==> src/rtl/md_pkg.sv <==
// Shared MD-accelerator types: force writeback records from the force pipelines
// and the packet format carried by the on-chip router.
package md_pkg;

    localparam int NODE_ID_WIDTH = 6;
    localparam int PID_WIDTH     = 7;
    localparam int COORD_WIDTH   = 3;
    localparam int FORCE_WIDTH   = 96;

    typedef struct packed {
        logic [COORD_WIDTH-1:0] cell_id_z;
        logic [COORD_WIDTH-1:0] cell_id_y;
        logic [COORD_WIDTH-1:0] cell_id_x;
        logic [PID_WIDTH-1:0]   particle_id;
    } full_id_t;

    // 120 bits: tag(8) + full id(16) + force tuple(96)
    typedef struct packed {
        logic [7:0]             tag;
        full_id_t               id;
        logic [FORCE_WIDTH-1:0] force_val;
    } force_wb_t;

    typedef struct packed {
        logic [PID_WIDTH-1:0]   particle_id;
        logic [FORCE_WIDTH-1:0] force_val;
    } payload_t;

    // 109 bits: dest_id(6) + payload(103)
    typedef struct packed {
        logic [NODE_ID_WIDTH-1:0] dest_id;
        payload_t                 payload;
    } packet_t;

endpackage

==> src/rtl/force_wb_arbiter_if.sv <==
// Requester-side and router-side handshake bundle of the force writeback arbiter.
interface force_wb_arbiter_if #(
    parameter int NUM_REQ = 4
);
    import md_pkg::*;

    logic [NUM_REQ-1:0] req_valid;
    logic [NUM_REQ-1:0] req_ready;
    force_wb_t          req_data [NUM_REQ];
    logic               out_valid;
    logic               out_ready;
    packet_t            out_pkt;

    // master: the arbiter itself; slave: requesters plus router as seen by a bench
    modport master (
        input  req_valid, req_data, out_ready,
        output req_ready, out_valid, out_pkt
    );

    modport slave (
        output req_valid, req_data, out_ready,
        input  req_ready, out_valid, out_pkt
    );
endinterface

==> src/rtl/force_wb_arbiter.sv <==
// Round-robin arbiter folding NUM_REQ force writeback streams into one router
// injection port through a one-entry, full-throughput output register.
module force_wb_arbiter
    import md_pkg::*;
#(
    parameter int NUM_REQ   = 4,
    parameter int CNT_WIDTH = 16
) (
    input  logic                 clk,
    input  logic                 rst,
    force_wb_arbiter_if.master   bus,
    output logic [CNT_WIDTH-1:0] sent_count,
    output logic                 busy
);

    localparam int               PTR_W     = (NUM_REQ > 1) ? $clog2(NUM_REQ) : 1;
    localparam logic [PTR_W:0]   NUM_REQ_W = (PTR_W+1)'(NUM_REQ);
    localparam logic [PTR_W-1:0] LAST_IDX  = PTR_W'(NUM_REQ - 1);

    logic [PTR_W-1:0]     r_ptr;
    logic                 r_out_valid;
    packet_t              r_out_pkt;
    logic [CNT_WIDTH-1:0] r_sent_count;

    logic                 w_load_en;
    logic                 w_found;
    logic [PTR_W-1:0]     w_win;
    logic [PTR_W:0]       w_sum;
    logic                 w_handshake;
    logic [NUM_REQ-1:0]   w_ready;
    logic [PTR_W-1:0]     w_ptr_next;
    force_wb_t            w_sel_rec;
    packet_t              w_pkt;
    logic                 w_unused;

    // The register may drain and reload in the same cycle.
    assign w_load_en = !r_out_valid || bus.out_ready;

    // NOTE: every signal driven here gets a default first so no latch is inferred.
    always_comb begin
        w_found = 1'b0;
        w_win   = '0;
        w_sum   = '0;
        for (int i = 0; i < NUM_REQ; i++) begin
            w_sum = {1'b0, r_ptr} + (PTR_W+1)'(i);
            if (w_sum >= NUM_REQ_W) begin
                w_sum = w_sum - NUM_REQ_W;
            end
            if (!w_found && bus.req_valid[w_sum[PTR_W-1:0]]) begin
                w_found = 1'b1;
                w_win   = w_sum[PTR_W-1:0];
            end
        end
    end

    assign w_handshake = w_found && w_load_en && !rst;

    always_comb begin
        w_ready = '0;
        for (int i = 0; i < NUM_REQ; i++) begin
            w_ready[i] = w_handshake && (w_win == PTR_W'(i));
        end
    end

    assign w_ptr_next = (w_win == LAST_IDX) ? '0 : w_win + PTR_W'(1);

    // Bit 2 of each cell coordinate does not take part in routing.
    assign w_sel_rec                   = bus.req_data[w_win];
    assign w_pkt.dest_id               = {w_sel_rec.id.cell_id_z[1:0],
                                          w_sel_rec.id.cell_id_y[1:0],
                                          w_sel_rec.id.cell_id_x[1:0]};
    assign w_pkt.payload.particle_id   = w_sel_rec.id.particle_id;
    assign w_pkt.payload.force_val     = w_sel_rec.force_val;
    assign w_unused = &{1'b0, w_sel_rec.tag, w_sel_rec.id.cell_id_z[2],
                        w_sel_rec.id.cell_id_y[2], w_sel_rec.id.cell_id_x[2]};

    // NOTE: sequential state uses non-blocking assignments so all registers
    // update together from pre-edge values.
    always_ff @(posedge clk) begin
        if (rst) begin
            r_ptr        <= '0;
            r_out_valid  <= 1'b0;
            r_out_pkt    <= '0;
            r_sent_count <= '0;
        end else begin
            if (w_handshake) begin
                r_out_valid <= 1'b1;
                r_out_pkt   <= w_pkt;
                r_ptr       <= w_ptr_next;
            end else if (bus.out_ready) begin
                r_out_valid <= 1'b0;
            end
            if (r_out_valid && bus.out_ready && (r_sent_count != '1)) begin
                r_sent_count <= r_sent_count + CNT_WIDTH'(1);
            end
        end
    end

    assign bus.req_ready = w_ready;
    assign bus.out_valid = r_out_valid;
    assign bus.out_pkt   = r_out_pkt;
    assign sent_count    = r_sent_count;
    assign busy          = r_out_valid || (|bus.req_valid);

endmodule
==> src/flat_wrapper.sv <==
// flat-port wrapper written by rule: the top's interface ports become plain ports
module force_wb_arbiter_flat import md_pkg::*;
#(
    parameter int NUM_REQ   = 4,
    parameter int CNT_WIDTH = 16
)
  (clk, rst, sent_count, busy, bus_req_valid, bus_req_data, bus_out_ready, bus_req_ready, bus_out_valid, bus_out_pkt);
  force_wb_arbiter_if #(.NUM_REQ(NUM_REQ)) bus_i ();
  input  logic clk;
  input  logic rst;
  output logic [CNT_WIDTH-1:0] sent_count;
  output logic busy;
  input wire logic [$bits(bus_i.req_valid)-1:0] bus_req_valid;
  input wire logic [$bits(bus_i.req_data)-1:0] bus_req_data;
  input wire logic [$bits(bus_i.out_ready)-1:0] bus_out_ready;
  output wire logic [$bits(bus_i.req_ready)-1:0] bus_req_ready;
  output wire logic [$bits(bus_i.out_valid)-1:0] bus_out_valid;
  output wire logic [$bits(bus_i.out_pkt)-1:0] bus_out_pkt;
  assign bus_i.req_valid = bus_req_valid;
  assign bus_i.req_data = {>>{bus_req_data}};
  assign bus_i.out_ready = bus_out_ready;
  assign bus_req_ready = bus_i.req_ready;
  assign bus_out_valid = bus_i.out_valid;
  assign bus_out_pkt = bus_i.out_pkt;
  force_wb_arbiter #(.NUM_REQ(NUM_REQ), .CNT_WIDTH(CNT_WIDTH)) u_core (.clk(clk), .rst(rst), .bus(bus_i), .sent_count(sent_count), .busy(busy));
endmodule
==> config.mk <==
export PLATFORM = sky130hd
export DESIGN_NAME = force_wb_arbiter_flat
export DESIGN_NICKNAME = d
export VERILOG_FILES = /design/src/rtl/md_pkg.sv /design/src/rtl/force_wb_arbiter_if.sv /design/src/rtl/force_wb_arbiter.sv /design/src/flat_wrapper.sv
export SDC_FILE = /design/constraint.sdc
export NUM_CORES = 1
export LEC_CHECK = 0
export ABC_AREA = 1
export CORE_AREA = 2 2 240 242
export DETAILED_ROUTE_END_ITERATION = 8
export DIE_AREA = 0 0 242 244
export SYNTH_ARGS = -nofsm -noshare
export SYNTH_HDL_FRONTEND = slang
export SYNTH_SLANG_ARGS = --single-unit
export TNS_END_PERCENT = 10
==> constraint.sdc <==
create_clock -name clk -period 2.79 [get_ports clk]
set_clock_uncertainty 0.15 [all_clocks]
set_input_delay 0.6975 -clock clk [delete_from_list [all_inputs] [get_ports clk]]
set_output_delay 0.6975 -clock clk [all_outputs]
set_load 0.03 [all_outputs]
==> metrics.cfg, run 1 <==
[status]
status = complete, but fails checks
violations = negative setup slack

[placement]
place_inst = 3115
gp_congestion = 0.883
io_buffers = 573
hpwl_mm = 37.1
place_ws_ns = -0.549

[worst_setup_path]
slowest_stage = dfxtp_4
crit_top_cell = nand2_2
cp_num_buf_inv = 3
crit_chain = inv_8, nand2_4, nand2_2, nand2_2, nand2_2, nand2_2, buf_6, nand3_4, nand3_4, nor3_4, buf_12
required_ns = 1.94
path_class = flop to primary output
crit_path_end_kind = primary output
cp_data_arrival_time_ns = 2.02
cpLargestDelayFamily = simple AND/OR/NAND/NOR gates
crit_path_start_kind = flop
crit_fanout = 8
critPathMaxStageDelay_ns = 0.39

[logic_synthesis]
synth_area_mm2 = 0.0102
syn_nets = 2364
synth_sequential_area_ratio_pct = 25.0
synthAdderAreaFrac_pct = 0.122
syn-instance-count = 1876
synth_cell_type_count = 26
yosys_warnings = 0
synth_top_family_by_area = simple AND/OR/NAND/NOR gates
muxShareOfSynthArea_pct = 0
synth-xor-area-share_pct = 0.171
synth_compound_area_share_pct = 1.34
yosys.area_share.simple_pct = 56.6
syn-mean-instance-area_um2 = 5.46
ys_ff_latch = 128

[sta]
fin_ws_ns = -0.0796
timing.fmax_ghz = 0.348
hold_violations = 0
period_needed_ns = 2.87
period_share_pct = 103
tightest_slew_ns = 0.824
relSlewSlack_pct = 45.1
rsz0062_at_grt = yes
setup_viol_count_final = 4
fin_setup_tns_ns = -0.221
slew_viol_final = 0

[cts]
cts_sinks = 128
cts_tree = yes
clock_latency_ns = 0.47
root_buffer = clkbuf_16
cts_buffer_depth = 2
cts_hold_buffers = 0
path_clk_slew_ns = 0.06
cts-htree-levels = 4
cts_buffers = 17

[pwr]
p_leak_uw = 0.00882
peakVddDrop_mv = 0.471
p_per_area_mw_per_mm2 = 737
power.total_uw = 13200

[drt]
drtIter0Drc = 603
viasPerCell = 4.36
firstDrtPassIters = 5
drtAntennaViolNets = 0
drt_wl_total_mm = 50.1
drc_errors = 0
vias = 13800
wl_per_cell_um = 15.9

[finish]
seq_area_mm2 = 0.00257
finalNetCount = 2879
num-fill-cells = 6258
multi_input_area_mm2 = 0.00613
postLayoutCoreUtil_pct = 31.8
diodes = 0
area_delta_synth_final_pct = 74.3
drive_gt1_share_pct = 6.91
layout.cells.non_filler = 3160

[floorplan]
die_y_um = 244
num_rows = 87
die_width_um = 242
die-area_mm2 = 0.0590
ios = 618
coreArea_mm2 = 0.0562
initial_utilization_pct = 18.2

[global_routing]
met2_usage_pct = 27.2
globalRouteTotalUtil_pct = 16.6
grtUsageMet1_pct = 20.6
use_met3_pct = 4.10
grt_max_degree = 113
antenna_found_initial = 3
grt.busiest_layer = met2
grt_pass1_wl_mm = 76.4
grt_remaining_overflow = 0
grt_pass1_vias = 13000

[run]
maxCapViolations = 0

[hold_path]
hp-class = flop to flop

[metal layers]
metal  vias up  wire length (µm)
li1       7016                 -
met5         -                41
met2       458             23600
met1      6213             21500
met4         6              1660
met3        89              3300
[worst register-to-register path, cell delays in order, from the launching register on]
cell	delay, ns
dfxtp_4	0.39
inv_8	0.10
nand2_4	0.05
nand2_2	0.09
nand2_2	0.07
nand2_2	0.08
nand2_2	0.06
buf_6	0.12
nand3_4	0.06
nand3_4	0.13
buf_4	0.16
buf_4	0.13
buf_4	0.15
buf_4	0.19
buf_4	0.22
nand2_1	0.08
nand2_1	0.06
nand2_1	0.06
nand2_1	0.06
nand2_1	0.05
nand2_1	0.05
[flip-flops by register name, summed over array words and instances, names as in the netlist]
register              count
u_core.bus.out_pkt      109
u_core.sent_count        16
u_core.r_ptr              2
u_core.bus.out_valid      1
[synth_stat cells]
| library cell | count | area [µm²] |
|---|---|---|
| o21ai_0 | 11 | 55.1 |
| nand4_1 | 226 | 1410 |
| inv_2 | 2 | 7.51 |
| a31oi_1 | 2 | 12.5 |
| buf_2 | 75 | 375 |
| clkbuf_1 | 63 | 236 |
| inv_1 | 248 | 931 |
| nor2_2 | 1 | 6.26 |
| ha_1 | 1 | 12.5 |
| a21oi_1 | 14 | 70.1 |
| nor3b_1 | 1 | 7.51 |
| nand2_2 | 2 | 12.5 |
| nor2_1 | 21 | 78.8 |
| nand3_2 | 2 | 20.0 |
| xor2_1 | 2 | 17.5 |
| nor3_1 | 9 | 45.0 |
| buf_4 | 15 | 113 |
| nand2_1 | 816 | 3060 |
| dfxtp_1 | 128 | 2560 |
| nor4_1 | 1 | 6.26 |
| buf_6 | 3 | 33.8 |
| inv_4 | 1 | 6.26 |
| nand3_1 | 228 | 1140 |
| buf_1 | 2 | 7.51 |
| clkinv_1 | 1 | 3.75 |
| nor3_2 | 1 | 10.0 |
[what timing repair did]
item,4_1_cts,5_1_grt
pin swaps,12,12
setup buffers,8,5
endpoints found under the hold margin,0,0
gates resized for setup,30,28
endpoints found under the setup margin,6,4
[final timing paths]
path | from | end | slack (ns) | cells past startpoint
min | u_core.bus.out_pkt[65] | u_core.bus.out_pkt[65] | 0.32 | 2
min reg2reg | u_core.bus.out_pkt[65] | u_core.bus.out_pkt[65] | 0.32 | 2
max reg2reg | u_core.r_ptr[0] | u_core.bus.out_pkt[26] | 0.19 | 20
max | u_core.r_ptr[0] | bus_req_ready[1] | -0.08 | 11
[cells in the final DEF (no fill, tap or decap), types with 2 or more instances in the layout]
| master | n |
|---|---|
| a21oi_1 | 14 |
| buf_12 | 25 |
| buf_4 | 56 |
| buf_6 | 5 |
| bufinv_16 | 2 |
| clkbuf_16 | 17 |
| clkbuf_2 | 3 |
| clkdlybuf4s50_1 | 564 |
| clkinvlp_4 | 2 |
| dfxtp_1 | 126 |
| dfxtp_4 | 2 |
| inv_1 | 242 |
| inv_2 | 6 |
| inv_4 | 2 |
| inv_6 | 7 |
| inv_8 | 4 |
| nand2_1 | 801 |
| nand2_2 | 14 |
| nand2_4 | 2 |
| nand3_1 | 224 |
| nand3_2 | 3 |
| nand3_4 | 3 |
| nand4_1 | 226 |
| nor2_1 | 17 |
| nor2_2 | 4 |
| nor3_1 | 7 |
| nor3_4 | 3 |
| o21ai_0 | 11 |
| xor2_1 | 2 |
[kinds of logic after synthesis]
logic type	count (synthesis)
AOI/OAI and AO/OA	27
xor gates and xnor gates	2
adders and majority gates	1
buffers and inverters	410
DFF	128
and+or+nand+nor	1308
[area by class of cell]
class                   instances  area share (%)
clock buffers                  18            2.46
clock inverters                14           0.952
inverters                     252            5.39
multi-input cells            1338            34.3
flip-flops and latches        128            14.4
well taps                     756            5.29
repair buffers                654            37.2
[stage by stage]
stage / cell area [µm²] / hold slack [ns]
after global placement: 17000 / 0.307
after detailed placement: 17000 / 0.311
final: 17900 / 0.318
after floorplan: 10300 / 0.420
after global routing: 17900 / 0.332
after CTS: 17800 / 0.321
[where the power goes]
| group | total [µW] | internal [µW] | switching (µW) |
|---|---|---|---|
| logic | 8090 | 3260 | 4830 |
| clock network | 2420 | 1370 | 1050 |
| registers | 2670 | 2380 | 292 |
| total | 13200 | 7010 | 6160 |
(Power assumes the default switching activity.)
==> run 2, diff against run 1 <==
CELL_PAD_IN_SITES_DETAIL_PLACEMENT = 1   (was not set)
CELL_PAD_IN_SITES_GLOBAL_PLACEMENT = 1   (was not set)
CORE_AREA = 2 2 243 245   (was 2 2 240 242)
DIE_AREA = 0 0 245 247   (was 0 0 242 244)
PLACE_DENSITY_LB_ADDON = 0.1   (was not set)
==> metrics.cfg, run 2 (same netlist as run 1, synthesis figures left out) <==
[sta]
hold_violations = 0
setup_viol_count_final = 4
period_needed_ns = 2.96
fin_ws_ns = -0.174
slew_viol_final = 0
period_share_pct = 106
timing.hold.ws_ns = 0.318
relSlewSlack_pct = 49.8
tightest_slew_ns = 0.754
rsz0062_at_grt = yes
timing.fmax_ghz = 0.337

[floorplan]
coreArea_mm2 = 0.0582
die-area_mm2 = 0.0605
die_y_um = 247
die_width_um = 245
ios = 618
num_rows = 89
initial_utilization_pct = 17.6

[pwr]
p_per_area_mw_per_mm2 = 737
p_leak_uw = 0.00875
peakVddDrop_mv = 0.488
power.total_uw = 13100

[placement]
hpwl_mm = 42.4
dpl_cell_area_mm2 = 0.0168
gp_congestion = 0.815
io_buffers = 573
place_ws_ns = -0.554

[finish]
largest_reg_flops = 109
final_common_cell = nand2_1
seq_area_mm2 = 0.00257
finalNetCount = 2867
num-fill-cells = 7337
drive_gt1_share_pct = 6.31
multi_input_area_mm2 = 0.00615
layout_common_cells = 799 x nand2_1, 564 x clkdlybuf4s50_1, 242 x inv_1, 226 x nand4_1, 224 x nand3_1
area_delta_synth_final_pct = 73.7
postLayoutCoreUtil_pct = 30.6
fin_area_mm2 = 0.0178

[drt]
vias = 14100
wl_met1_mm = 26.3
topRoutingLayerUsed = met5
dr_wl_met2_mm = 31.5
drtIter0Drc = 598
drt_wl_total_mm = 62.1
drtAntennaViolNets = 0
firstDrtPassIters = 4
met3_length_mm = 3.20
wl_per_cell_um = 19.6
drc_errors = 0
viasPerCell = 4.45

[worst_setup_path]
ff2ff_setup_slack_ns = 0.20
slowest_stage = dlygate4sd2_1
crit_path_end_kind = primary output
crit_fanout = 4
r2r_end = u_core.bus.out_pkt[104]
cp_data_arrival_time_ns = 2.12
crit_path_start_kind = primary input
cpLargestDelayFamily = simple AND/OR/NAND/NOR gates
r2r-start = u_core.r_ptr[0]
required_ns = 1.94
critPathMaxStageDelay_ns = 0.24
r2r_cells = 20
crit_chain = dlygate4sd2_1, inv_2, nand2_1, nand3_2, nand2_2, a21oi_1, nand3_2, inv_1, nor2_4, nor3_4, buf_6
crit_top_cell = nand3_2
path_class = primary input to primary output
cp_num_buf_inv = 4

[hold_path]
hp-class = flop to flop
hold_path_end = u_core.bus.out_pkt[30]
holdPathStages = 2
hold_start = u_core.bus.out_pkt[30]

[cts]
clock_latency_ns = 0.48
cts-htree-levels = 4
cts_buffers = 17
root_buffer = clkbuf_16
cts_hold_buffers = 0
path_clk_slew_ns = 0.06
cts_tree = yes
cts_buffer_depth = 2
cts_sinks = 128

[global_routing]
grt_remaining_overflow = 0
globalRouteTotalUtil_pct = 19.0
antenna_found_initial = 16
grt_pass1_wl_mm = 87.6
grt_max_degree = 125
grt_pass1_vias = 14100

[status]
status = complete, but fails checks
violations = negative setup slack

[run]
maxCapViolations = 0

## run 2: changes by cell type in the layout (fill, tap and decap cells not counted), sizes merged
cell	before	now
buf	87	70
clkinv	1	3
clkinvlp	2	6
diode	0	10
dlygate4sd2	0	4
inv	261	256
## run 2: report_power, final
part	total, µW	switching (µW)	internal [µW]
Sequential	2670	291	2380
Clock	2380	1060	1320
Combinational	8070	5000	3070
## run 2: worst max-delay path by stage
stage / end / startpoint / cells past startpoint
2_1_floorplan: bus_req_ready[0] / bus_req_valid[3] / 7
3_3_place_gp: u_core.bus.out_pkt[37] / bus_req_valid[0] / 16
3_5_place_dp: u_core.bus.out_pkt[37] / bus_req_valid[0] / 16
4_1_cts: bus_req_ready[3] / u_core.r_ptr[0] / 12
5_1_grt: bus_req_ready[3] / u_core.r_ptr[0] / 10
6_report: bus_req_ready[3] / bus_req_valid[3] / 11
## run 2: area by class of cell
type	instances	share of cell area [%]
Antenna cell	10	0.141
Inverter	252	5.38
Tap cell	773	5.43
Clock inverter	15	0.907
Multi-Input combinational cell	1338	34.5
Timing Repair Buffer	642	36.8
Clock buffer	17	2.39
Sequential cell	128	14.4
## run 2: metrics by stage
step / setup TNS [ns] / cells
after CTS: -6.15 / 3160
after detailed placement: -50.65 / 3112
after global placement: -52.32 / 3112
after global routing: -1.47 / 3172
after floorplan: -0.105 / 1876
final: -0.577 / 3175
## run 2: worst min-delay path: cells and delay by family (launching register included)
| family | cells | cell delay [ns] |
|---|---|---|
| flip-flops | 1 | 0.31 |
| AND/OR/NAND/NOR | 2 | 0.12 |
## run 2: what timing repair did
item / in CTS / in global routing
hold endpoints to repair: 0 / 0
buffers inserted: 15 / 2
cloned: 1 / 5
gates resized for setup: 28 / 29
pin swaps: 7 / 11
setup endpoints to repair: 7 / 90
## run 2: layer usage
| layer | GRT usage, % | up-vias |
|---|---|---|
| li1 | - | 7001 |
| met1 | 22.4 | 6768 |
| met2 | 33.6 | 306 |
| met3 | 5.08 | 59 |
| met4 | 5.81 | 6 |
| met5 | 0 | - |
